**src/rtl/uart_pkg.sv**
```systemverilog
// Shared UART definitions: FSM state encoding (common to TX and RX), default sizing, line idle level.
package uart_pkg;

  localparam int   DEFAULT_WIDTH    = 8;
  localparam int   DEFAULT_BAUD_DIV = 10417;
  localparam logic TX_IDLE_LEVEL    = 1'b1;

  typedef enum logic [2:0] {
    ST_IDLE   = 3'd0,
    ST_START  = 3'd1,
    ST_DATA   = 3'd2,
    ST_PARITY = 3'd3,
    ST_STOP   = 3'd4,
    ST_DONE   = 3'd5
  } uart_state_e;

  // Even parity over a word zero-extended to 64 bits.
  function automatic logic even_parity(input logic [63:0] word);
    return ^word;
  endfunction

endpackage

```
**src/rtl/piso_shift_register.sv**
```systemverilog
// Parallel-in serial-out shift register, LSB first, with a bit counter (mirror of the receiver SIPO).
module piso_shift_register
  import uart_pkg::*;
#(
  parameter int WIDTH = DEFAULT_WIDTH,
  parameter int BCW   = $clog2(WIDTH)
) (
  input  logic             clk,
  input  logic             reset,
  input  logic             load,
  input  logic             shift,
  input  logic [WIDTH-1:0] din,
  output logic             sout,
  output logic [BCW-1:0]   bit_count,
  output logic             word_done
);

  logic [WIDTH-1:0] shift_r;
  logic [BCW-1:0]   bit_count_r;
  logic             last_bit_s;

  assign last_bit_s = (bit_count_r == BCW'(WIDTH - 1));
  assign bit_count  = bit_count_r;
  assign word_done  = shift & last_bit_s;

  // Shift register and bit counter: load clears the count, each shift advances it.
  always_ff @(posedge clk) begin
    if (!reset) begin
      shift_r     <= '0;
      bit_count_r <= '0;
    end else if (load) begin
      shift_r     <= din;
      bit_count_r <= '0;
    end else if (shift) begin
      shift_r     <= {1'b0, shift_r[WIDTH-1:1]};
      bit_count_r <= last_bit_s ? '0 : bit_count_r + BCW'(1);
    end else begin
      shift_r     <= shift_r;
      bit_count_r <= bit_count_r;
    end
  end

  // sout looks ahead: it is the bit at the head after this cycle's load/shift,
  // so the top can register it onto the line on the same edge.
  always_comb begin
    sout = shift_r[0];
    if (load) begin
      sout = din[0];
    end else if (shift) begin
      sout = shift_r[1];
    end else begin
      sout = shift_r[0];
    end
  end

endmodule

```
**src/rtl/uart_tx.sv**
```systemverilog
// UART transmitter: start bit, WIDTH data bits LSB first, optional even parity, one stop bit.
// Parity bit is compiled in only when UART_TX_PARITY_EN is defined.
module uart_tx
  import uart_pkg::*;
#(
  parameter int WIDTH    = DEFAULT_WIDTH,
  parameter int BAUD_DIV = DEFAULT_BAUD_DIV
) (
  input  logic             clk,
  input  logic             reset,
  input  logic             tx_start,
  input  logic [WIDTH-1:0] data,
  output logic             tx,
  output logic             busy,
  output logic             done
);

  localparam int BDW = $clog2(BAUD_DIV);
  localparam int BCW = $clog2(WIDTH);

  uart_state_e    state_r;
  uart_state_e    state_s;
  logic [BDW-1:0] baud_cnt_r;
  logic           baud_wrap_s;
  logic           load_s;
  logic           shift_s;
  logic           sout_s;
  logic [BCW-1:0] bit_count_s;
  logic           word_done_s;
  logic           data_last_s;
  logic           tx_s;
  logic           busy_s;
  logic           done_s;
  logic           tx_r;
  logic           busy_r;
  logic           done_r;
`ifdef UART_TX_PARITY_EN
  logic           parity_r;
`endif

  assign baud_wrap_s = (baud_cnt_r == BDW'(BAUD_DIV - 1));
  assign load_s      = (state_r == ST_IDLE) && tx_start;
  assign shift_s     = (state_r == ST_DATA) && baud_wrap_s;
  assign data_last_s = word_done_s && (bit_count_s == BCW'(WIDTH - 1));

  piso_shift_register #(
    .WIDTH(WIDTH),
    .BCW  (BCW)
  ) u_piso (
    .clk      (clk),
    .reset    (reset),
    .load     (load_s),
    .shift    (shift_s),
    .din      (data),
    .sout     (sout_s),
    .bit_count(bit_count_s),
    .word_done(word_done_s)
  );

  // State register.
  always_ff @(posedge clk) begin
    if (!reset) begin
      state_r <= ST_IDLE;
    end else begin
      state_r <= state_s;
    end
  end

  // Next-state logic.
  always_comb begin
    state_s = state_r;
    case (state_r)
      ST_IDLE:   if (tx_start) state_s = ST_START; else state_s = ST_IDLE;
      ST_START:  if (baud_wrap_s) state_s = ST_DATA; else state_s = ST_START;
`ifdef UART_TX_PARITY_EN
      ST_DATA:   if (data_last_s) state_s = ST_PARITY; else state_s = ST_DATA;
      ST_PARITY: if (baud_wrap_s) state_s = ST_STOP; else state_s = ST_PARITY;
`else
      ST_DATA:   if (data_last_s) state_s = ST_STOP; else state_s = ST_DATA;
`endif
      ST_STOP:   if (baud_wrap_s) state_s = ST_DONE; else state_s = ST_STOP;
      ST_DONE:   state_s = ST_IDLE;
      default:   state_s = ST_IDLE;
    endcase
  end

  // Output decode for the state being entered; registered below so the pin has no comb path.
  always_comb begin
    tx_s   = TX_IDLE_LEVEL;
    busy_s = 1'b0;
    done_s = 1'b0;
    case (state_s)
      ST_IDLE:   tx_s = TX_IDLE_LEVEL;
      ST_START:  begin tx_s = 1'b0;   busy_s = 1'b1; end
      ST_DATA:   begin tx_s = sout_s; busy_s = 1'b1; end
`ifdef UART_TX_PARITY_EN
      ST_PARITY: begin tx_s = parity_r; busy_s = 1'b1; end
`endif
      ST_STOP:   begin tx_s = 1'b1;   busy_s = 1'b1; end
      ST_DONE:   done_s = 1'b1;
      default:   tx_s = TX_IDLE_LEVEL;
    endcase
  end

  // Baud counter: restarts on every state change so each bit lasts exactly BAUD_DIV cycles.
  always_ff @(posedge clk) begin
    if (!reset) begin
      baud_cnt_r <= '0;
    end else if ((state_s != state_r) || (state_r == ST_IDLE)) begin
      baud_cnt_r <= '0;
    end else begin
      baud_cnt_r <= baud_cnt_r + BDW'(1);
    end
  end

  // Registered line and status outputs.
  always_ff @(posedge clk) begin
    if (!reset) begin
      tx_r   <= TX_IDLE_LEVEL;
      busy_r <= 1'b0;
      done_r <= 1'b0;
    end else begin
      tx_r   <= tx_s;
      busy_r <= busy_s;
      done_r <= done_s;
    end
  end

`ifdef UART_TX_PARITY_EN
  // Parity of the accepted word, captured alongside the PISO load.
  always_ff @(posedge clk) begin
    if (!reset) begin
      parity_r <= 1'b0;
    end else if (load_s) begin
      parity_r <= even_parity(64'(data));
    end else begin
      parity_r <= parity_r;
    end
  end
`endif

  assign tx   = tx_r;
  assign busy = busy_r;
  assign done = done_r;

endmodule

```
**config.mk**
```make
export PLATFORM = sky130hd
export DESIGN_NAME = uart_tx
export DESIGN_NICKNAME = d
export VERILOG_FILES = /design/src/rtl/uart_pkg.sv /design/src/rtl/piso_shift_register.sv /design/src/rtl/uart_tx.sv
export SDC_FILE = /design/constraint.sdc
export NUM_CORES = 1
export LEC_CHECK = 0
export CAP_MARGIN = 15
export CORE_ASPECT_RATIO = 1.1
export CORE_MARGIN = 5
export CORE_UTILIZATION = 30
export DETAILED_ROUTE_END_ITERATION = 8
export HOLD_SLACK_MARGIN = 0.15
export SYNTH_ARGS = -nofsm -noshare
export SYNTH_HDL_FRONTEND = slang
export SYNTH_SLANG_ARGS = --single-unit
```
**constraint.sdc**
```tcl
create_clock -name clk -period 2.2 [get_ports clk]
set_input_delay 0.44 -clock clk [delete_from_list [all_inputs] [get_ports clk]]
set_output_delay 0.44 -clock clk [all_outputs]
set_load 0.02 [all_outputs]
```
==> results of run 1 <==
## per-layer routing
layer | share of wire, % | up-vias | global-route usage (%)
met2 | 45 | 18 | 14.4
met5 | 0 | - | 0
met3 | 4.1 | 5 | 3.46
met1 | 49 | 543 | 13.2
met4 | 1.7 | 0 | 4.69
li1 | - | 618 | -
## Yosys cell counts, drive strengths merged, types with 2 or more instances
cell | instances | area [sq um]
dfxtp | 31 | 621
nor2 | 31 | 136
nand2 | 23 | 86.3
inv | 8 | 30.0
xnor2 | 8 | 70.1
a21oi | 7 | 35.0
a311oi | 6 | 52.6
nand4 | 6 | 37.5
nand3 | 5 | 25.0
buf | 4 | 35.0
clkbuf | 4 | 15.0
ha | 4 | 50.1
o21a | 4 | 30.0
xor2 | 4 | 35.0
mux2i | 3 | 30.0
nor2b | 2 | 12.5
nor4b | 2 | 32.5
o21ai | 2 | 10.0
or2 | 2 | 12.5
## cell type report
cell class	count	area share, %
Sequential cell	31	34.3
Inverter	9	1.87
Tap cell	58	4.01
Timing Repair Buffer	19	9.68
Clock buffer	6	4.56
Clock inverter	2	1.94
Multi-Input combinational cell	124	43.6
## metrics by stage
stage,setup WS (ns),util (%),cells
6_report,0.263,36.7,249
5_1_grt,0.0170,36.7,249
4_1_cts,0.225,36.7,249
3_5_place_dp,0.118,34.3,241
3_3_place_gp,0.189,34.3,241
2_1_floorplan,0.410,-,172
## worst register-to-register path, cell delays in order, from the launching register on
cell	delay, ns
dfxtp_1	0.34
inv_1	0.06
ha_1	0.13
and4b_1	0.25
and4_1	0.36
and3_1	0.38
nand2_1	0.09
a311oi_1	0.25
## registers in the layout, summed over array words and instances (netlist names)
register,flops
u_piso.bit_count,3
busy,1
state_r,3
tx,1
u_piso.shift_r,8
baud_cnt_r,14
done,1
## final timing paths
check,to,cells past startpoint
worst max-delay path,u_piso.shift_r[2],7
worst min-delay path,u_piso.bit_count[2],2
worst max register to register,u_piso.shift_r[2],7
worst min register to register,u_piso.bit_count[2],2
## cells by family (layout without fill, tap and decap cells)
kind of cell	Yosys count	in the layout	synth area share [%]
AO/OA/AOI/OAI	22	22	11.5
XOR/XNOR	12	12	7.04
adder cells (fa/ha/maj)	4	4	3.35
AND/OR/NAND/NOR	83	83	29.0
buffers and inverters	17	36	5.61
flip-flops	31	31	41.5
multiplexers	3	3	2.01
## power breakdown
part | total (mW) | internal (mW) | switching [mW] | leakage, nW
sequential | 0.585 | 0.578 | 0.00779 | 0.253
combinational | 0.0853 | 0.0429 | 0.0424 | 0.305
clock | 0.588 | 0.366 | 0.222 | 0.0612
total | 1.26 | 0.987 | 0.272 | 0.618
==> qor.csv, run 1 <==
metric,value,unit
hpwl,2070,um
holdWs,0.459,ns
cts_buffers,5,
max-cap-violations,0,
cellLeakagePower,0.618,nW
grt_max_degree,16,
fp.dieW,77.3,um
port_buffers,13,
synthFlopType,dfxtp_1,
dpl_cell_area,1690,sq um
synth_nets,187,
ir_worst_vdd,0.323,mV
cp-end-kind,register,
core_area,4930,sq um
yosys.cell_types.count,40,
routed_wl,2870,um
track_usage,9.98,%
ant_nets,0,
avgViaCountPerCell,4.76,
synthArstFlopShare,0,%
cts_setup_buffers,0,
drt_iter0_drc,56,
syn_area_per_cell,8.69,sq um
cts.sinks,31,
grt_pass1_wl,5210,um
die_area,6490,sq um
power,1.26,mW
clk_latency,0.29,ns
critical_path.max_stage_delay,0.38,ns
rsz0062_at_grt,false,
netlist_instances,172,
post_cts_resized,0,
rr_startpoint,baud_cnt_r[0],
finalSetupTns,0,ns
rows,27,
place_congestion,0.741,
setup_viol,0,
start_kind,register,
cts_buffer_depth,2,
design_area,1810,sq um
slew_headroom,75.6,%
synthesis.area,1490,sq um
fmax,516,MHz
skew,0.00938,ns
final_cell_mix,"31 x dfxtp_1, 23 x nor2_1, 23 x nand2_1",
yosysSeqAreaShare,41.5,%
final_common_cell,dfxtp_1,
crit_family,simple AND/OR/NAND/NOR gates,
n_antenna_cell,0,
synth_edf_count,0,
final.fill_count,501,
seq_area,621,sq um
vias,1184,
drv_slew,0,
drt_pre_antenna_iters,4,
path_buf_inv,1,
wl_per_cell,11.5,um
multi_input_area,790,sq um
yosysWarnings,0,
fin_crit_sh,88.1,%
worstMarginPinSlew,0.366,ns
cts.clk_slew.worst_paths,0.07,ns
r2r_slack,0.26,ns
arrival,2.14,ns
worstSetupPathType,reg2reg,
start_util,30.3,%
path_cells,"inv_1, ha_1, and4b_1, and4_1, and3_1, nand2_1, a311oi_1",
cp_max_fo,8,
cts_hold_buf,0,
ys_seq_elements,31,
cts_tree,done,
grt-ovfl-total,0,
finalCriticalPeriod,1.94,ns
finalHoldViolCount,0,
post-route-drc-count,0,
syn_to_final_growth,21.1,%
hold_class,reg2reg,
crit_start,baud_cnt_r[0],
antenna_found_initial,0,
ios,14,
fin_nets,205,
min_from,u_piso.bit_count[2],
grt_pass1_vias,1110,
cp_slowest_cell,and3_1,
die_h,84.0,um
htree_levels,2,
cp.required,2.40,ns
power_density,696,nW/um^2
layout-drive-gt1-share,13.6,%
clock-root-buffer,clkbuf_8,
outcome,finished clean,
No activity file was read; power rests on OpenSTA's default activity.
==> inputs of run 2 (changes only) <==
CELL_PAD_IN_SITES_DETAIL_PLACEMENT = 0   (was not set)
CELL_PAD_IN_SITES_GLOBAL_PLACEMENT = 1   (was not set)
PLACE_DENSITY_LB_ADDON = 0.1   (was not set)
==> qor.csv, run 2 (synthesis results as in run 1) <==
metric,value,unit
worstSetupPathType,reg2reg,
start_util,30.3,%
drt_pre_antenna_iters,4,
final_common_cell,dfxtp_1,
grt-ovfl-total,0,
slew_headroom,76.0,%
setup_viol,0,
cellLeakagePower,0.593,nW
worst_slack,0.195,ns
top_register,baud_cnt_r,
cts_setup_buffers,0,
avgViaCountPerCell,4.89,
ios,14,
ir_worst_vdd,0.288,mV
cts_hold_buf,0,
power_density,659,nW/um^2
largest_reg_flops,14,
skew,0.00520,ns
cts.sinks,31,
vias,1203,
reg_top3,"baud_cnt_r (14), u_piso.shift_r (8)",
rsz0062_at_grt,false,
finalHoldViolCount,0,
post-place-ws,0.151,ns
track_usage,10.4,%
hpwl,2190,um
rows,27,
cp.required,2.39,ns
max-cap-violations,0,
worstMarginPinSlew,0.359,ns
routed_wl,3030,um
outcome,finished clean,
clock-root-buffer,clkbuf_8,
htree_levels,2,
grt_pass1_vias,1185,
arrival,2.20,ns
r2r_slack,0.19,ns
port_buffers,13,
finalSetupTns,0,ns
drv_slew,0,
fin_nets,202,
grt_pass1_wl,5380,um
die_area,6490,sq um
post-route-drc-count,0,
core_area,4930,sq um
hold_class,reg2reg,
wl_per_cell,12.3,um
clk_latency,0.28,ns
start_kind,register,
cts.clk_slew.worst_paths,0.07,ns
cts_tree,done,
cts_buffer_depth,2,
fin_crit_sh,91.2,%
cp-end-kind,register,
final_cell_mix,"31 x dfxtp_1, 23 x nor2_1, 23 x nand2_1",
grt_max_degree,16,
fp.dieW,77.3,um
die_h,84.0,um
cts_buffers,5,
finalCriticalPeriod,2.01,ns
layout-drive-gt1-share,11.7,%
cp_max_fo,8,
syn_to_final_growth,18.4,%
n_antenna_cell,0,
antenna_found_initial,0,
ant_nets,0,
post_cts_resized,0,
drt_iter0_drc,93,
place_congestion,0.775,
fmax,499,MHz
run 2: layout make-up:
class	count	area [sq um]
fill	520	3160
multi-input combinational	124	790
sequential	31	621
timing repair buffer	16	153
clock buffer	8	100
tap	58	72.6
inverter	9	33.8
run 2: path summary, 6_finish.rpt:
check	start	end	depth (start not counted)
worst min-delay path	u_piso.bit_count[1]	u_piso.bit_count[1]	2
worst min register to register	u_piso.bit_count[1]	u_piso.bit_count[1]	2
worst max-delay path	baud_cnt_r[0]	u_piso.shift_r[1]	7
worst max register to register	baud_cnt_r[0]	u_piso.shift_r[1]	7
run 2: worst max-delay path: stages, from the launching register on:
cell	delay [ns]
dfxtp_1	0.34
inv_1	0.07
ha_1	0.13
and4b_1	0.25
and4_1	0.36
and3_1	0.40
nand2_1	0.09
a311oi_1	0.27
run 2: where the power goes:
part	total [mW]	internal [mW]	switching, mW	leakage (nW)
clock	0.496	0.285	0.211	0.0515
combinational	0.0810	0.0413	0.0397	0.289
sequential	0.588	0.578	0.0105	0.253
total	1.17	0.904	0.261	0.593
run 2: stage by stage:
step | power [mW] | instances | instance area, sq um | hold WS [ns] | util [%]
after floorplan | 0.647 | 172 | 1490 | 0.435 | -
after detailed placement | 0.683 | 238 | 1670 | 0.456 | 33.8
after global routing | 1.22 | 246 | 1770 | 0.484 | 35.9
final | 1.17 | 246 | 1770 | 0.467 | 35.9
after global placement | 0.682 | 238 | 1670 | 0.443 | 33.8
after CTS | 1.19 | 246 | 1770 | 0.467 | 35.9
run 2: per-layer routing:
layer	track usage [%]	share of wire, %	vias to the layer above
met4	4.69	1.7	0
met1	11.3	43	563
li1	-	-	615
met3	4.75	4.9	5
met2	17.2	51	20
met5	0	0	-
